`config.mk`:
```
export PLATFORM = sky130hd
export DESIGN_NAME = ff_preset_ctrl
export DESIGN_NICKNAME = d
export VERILOG_FILES = /design/src/rtl/ff_preset_ctrl.sv
export SDC_FILE = /design/constraint.sdc
export NUM_CORES = 1
export LEC_CHECK = 0
export ABC_AREA = 1
export CORE_MARGIN = 2
export CORE_UTILIZATION = 49
export CTS_BUF_LIST = sky130_fd_sc_hd__clkbuf_8
export CTS_CLUSTER_SIZE = 10
export DETAILED_ROUTE_END_ITERATION = 7
export PLACE_DENSITY = 0.8
export SKIP_LAST_GASP = 1
export SLEW_MARGIN = 20
export SYNTH_ARGS = -nofsm -noshare
export SYNTH_HDL_FRONTEND = slang
export SYNTH_SLANG_ARGS = --single-unit
```
`constraint.sdc`:
```
create_clock -name clk -period 1.9 [get_ports clk]
set_input_delay 0.19 -clock clk [delete_from_list [all_inputs] [get_ports clk]]
set_output_delay 0.19 -clock clk [all_outputs]
set_load 0.005 [all_outputs]
```
`src/rtl/ff_preset_ctrl.sv`:
```
// rtl/ff_preset_ctrl.sv - async set/reset pulse generator that loads a flop bank pattern and checks readback
module ff_preset_ctrl #(
  parameter int WIDTH       = 8,
  parameter int PULSE_CYC   = 2,
  parameter int SYNC_STAGES = 2
) (
  input  logic             clk,
  input  logic             R,
  input  logic             req,
  input  logic [WIDTH-1:0] val,
  input  logic [WIDTH-1:0] q_chk,
  output logic [WIDTH-1:0] rn,
  output logic [WIDTH-1:0] sn,
  output logic             busy,
  output logic             done,
  output logic             err
);

  localparam int CMAX = (PULSE_CYC > SYNC_STAGES) ? PULSE_CYC : SYNC_STAGES;
  localparam int CW   = $clog2(CMAX) + 1;

  localparam logic [CW-1:0] P_LAST = CW'(PULSE_CYC - 1);
  localparam logic [CW-1:0] S_LAST = CW'(SYNC_STAGES - 1);

  localparam logic [2:0] RST_REL = 3'd0;
  localparam logic [2:0] IDLE    = 3'd1;
  localparam logic [2:0] ASSERT  = 3'd2;
  localparam logic [2:0] RELEASE = 3'd3;
  localparam logic [2:0] CHECK   = 3'd4;

  logic [2:0]       state;
  logic [CW-1:0]    cnt;
  logic [WIDTH-1:0] val_q;

  // rn/sn are always complementary or both high, so no bit ever sees R and S low together.
  always_ff @(posedge clk or negedge R) begin
    if (!R) begin
      state <= RST_REL;
      cnt   <= '0;
      val_q <= '0;
      rn    <= '0;
      sn    <= '1;
      busy  <= 1'b1;
      done  <= 1'b0;
      err   <= 1'b0;
    end else begin
      done <= 1'b0;
      case (state)
        RST_REL: begin
          rn <= '1;
          sn <= '1;
          if (cnt == S_LAST) begin
            state <= IDLE;
            cnt   <= '0;
            busy  <= 1'b0;
          end else begin
            cnt <= cnt + 1'b1;
          end
        end
        IDLE: begin
          busy <= 1'b0;
          rn   <= '1;
          sn   <= '1;
          if (req) begin
            val_q <= val;
            rn    <= val;
            sn    <= ~val;
            state <= ASSERT;
            cnt   <= '0;
            busy  <= 1'b1;
          end
        end
        ASSERT: begin
          if (cnt == P_LAST) begin
            rn    <= '1;
            sn    <= '1;
            state <= RELEASE;
            cnt   <= '0;
          end else begin
            cnt <= cnt + 1'b1;
          end
        end
        RELEASE: begin
          if (cnt == S_LAST) begin
            state <= CHECK;
            cnt   <= '0;
          end else begin
            cnt <= cnt + 1'b1;
          end
        end
        CHECK: begin
          err   <= (q_chk != val_q);
          done  <= 1'b1;
          busy  <= 1'b0;
          state <= IDLE;
          cnt   <= '0;
        end
        default: begin
          rn    <= '1;
          sn    <= '1;
          busy  <= 1'b1;
          state <= RST_REL;
          cnt   <= '0;
        end
      endcase
    end
  end

endmodule
```
==> impl_metrics.ini <==
[timing]
rsz0062_at_grt = no
setup_ws_ps = 309.1
whs_ps = 292.4
relSlewSlack = 0.7392
timing_worst_slew_pin_value_ps = 391.2
setup_viol = 0
period_needed_ps = 1591
maxSlewViolCount = 0
hold_violations = 0
fmax_mhz = 628.6
fin_tns_setup_ps = 0
skew_ps = 6.163
period_share = 0.8373

[clock_network]
cts_buffer_depth = 2
post_cts_buffers = 0
clk_pin_slew_ps = 70
clock_latency_ps = 280
ctsHtreeMaxLevel = 2
ctsResizeCount = 0
cts_buffers = 5
clock_sinks = 32
cts_root_buf = clkbuf_8
cts_tree = done
cts_hold_buf = 0

[critical_path]
worstSetupEndpointType = register
cp-start-kind = register
worst-path-max-fanout = 12
worstPathArrival_ps = 1750
path_class = register to register
required_ps = 2060

[finish]
seq_area_sq_um = 812.0
final_cell_mix = 40 x nand2_1, 37 x clkdlybuf4s50_1, 26 x inv_1, 26 x nor2_1, 23 x dfrtp_1
final_common_cell = nand2_1
syn_to_final_growth_pct = 31.20
layout-drive-gt1-share = 0.1468
fin_area_sq_mm = 0.001978
final_nets = 236
multi_input_area_sq_um = 545.5
fin_util = 0.6643
nFillCells = 247
diodes = 0

[place]
gp_congestion = 0.8988
portBuffers = 37
preCtsSetupSlack_ps = 169.6
placed_cell_area_sq_mm = 0.001886
dp_hpwl_um = 2419

[power_and_ir_drop]
p_leak_nw = 0.9498
peakVddDrop_mv = 0.9245
power_density_mw_per_mm2 = 1585

[detailed_routing]
vias_per_cell = 5.096
drc = 0
final_antenna_net_count = 0
drtIter0Drc = 35
vias = 1279
dr.pass1.iters = 4
wl_per_cell_um = 12.90
wirelength_um = 3238

[status]
status = finished, final reports clean

[global_routing]
grt_pass1_wl_um = 5409
grt_pass1_vias = 1286
antenna_found_initial = 0
track_usage = 0.2113
grt_remaining_overflow = 0
grt_max_degree = 33

[yosys]
ys_async_sr_fraction = 1.000
yosys.area.top_type = dfrtp_1
synth-seq-cells = 32
yosys.area.top_type_share = 0.3817
synth_fp_nets = 195
yosysSeqAreaShare = 0.5386
syn_inst = 176
synth.distinct_cells = 24
synthTopCellsByArea = dfrtp_1 38%, dfstp_2 16%, nand2_1 10%, inv_1 6.5%, nor2_1 6.5%
synth_area_per_cell_sq_um = 8.566
synth_area_sq_mm = 0.001508
yosys_warnings = 0
synth_edf_count = 0
synth_flop_cell = dfrtp_1

[floorplanning]
die_y_um = 59.47
start_util = 0.5063
num_rows = 20
core_sq_mm = 0.002978
dieWidth_um = 59.47
fp.dieArea_sq_mm = 0.003537
ios = 38

[hold_path]
hp-class = input pin to async pin

[flow_run]
drv_cap = 0
per-layer routing:
| metal | GRT usage | part of all wire |
|---|---|---|
| met1 | 0.2422 | 0.42 |
| met2 | 0.3501 | 0.50 |
| met3 | 0.06550 | 0.050 |
| met4 | 0.1136 | 0.028 |
| met5 | 0 | 0 |
sequential cells by signal (all words and copies together), names as in the netlist:
signal / count
busy: 1
cnt: 2
err: 1
val_q: 8
rn: 8
done: 1
state: 3
sn: 8
synthesized netlist by cell type (all sizes together), types with 2 or more instances:
cell and count:
nand2 42, nor2 30, inv 29, dfrtp 23, o21ai 15, dfstp 9, a21oi 8, a22oi 5
nand3 5, buf 4, xnor2 2
power breakdown:
part | internal [mW] | switching (mW) | leakage [nW]
logic | 0.622 | 0.788 | 0.547
clock network | 0.288 | 0.245 | 0.0510
registers | 1.01 | 0.179 | 0.352
worst paths after layout:
path / cells past startpoint / startpoint / slack [ps] / to
worst min-delay path: 2 / R / 290 / val_q[1]$_DFFE_PN0P_
min in group clk: 2 / sn[1]$_DFFE_PN1P_ / 470 / sn[1]$_DFFE_PN1P_
worst max-delay path: 6 / state[1]$_DFFE_PN0P_ / 310 / rn[2]$_DFFE_PN0P_
worst max register to register: 6 / state[1]$_DFFE_PN0P_ / 310 / rn[2]$_DFFE_PN0P_
max in group asynchronous: 2 / R / 1290 / sn[3]$_DFFE_PN1P_
worst min register to register: 2 / sn[1]$_DFFE_PN1P_ / 470 / sn[1]$_DFFE_PN1P_
worst max-delay path: stages, from the launching register on:
cell     delay [ps]
dfrtp_1         420
inv_1           180
nand3_4         140
nor2_4          260
inv_2           170
nor2_1          190
o21ai_0         110
logic make-up after synthesis:
| family | count (synthesis) | synth area share |
|---|---|---|
| xor+xnor | 2 | 0.01162 |
| buf+inv | 33 | 0.09958 |
| simple gates | 79 | 0.2324 |
| compound gates | 30 | 0.1178 |
| flops | 32 | 0.5386 |
per-stage QoR:
| step | cells | power [mW] |
|---|---|---|
| after global routing | 251 | 3.398 |
| after floorplan | 176 | 2.156 |
| after global placement | 243 | 2.546 |
| after detailed placement | 243 | 2.611 |
| final | 251 | 3.135 |
| after CTS | 251 | 3.165 |
area by class of cell:
cell class / instances / area share
sequential: 32 / 0.4105
multi-input combinational: 111 / 0.2758
timing repair buffer: 38 / 0.1910
inverter: 29 / 0.05503
clock buffer: 6 / 0.04175
tap: 33 / 0.02087
clock inverter: 2 / 0.005060
Power figures use the tool's default switching activity.
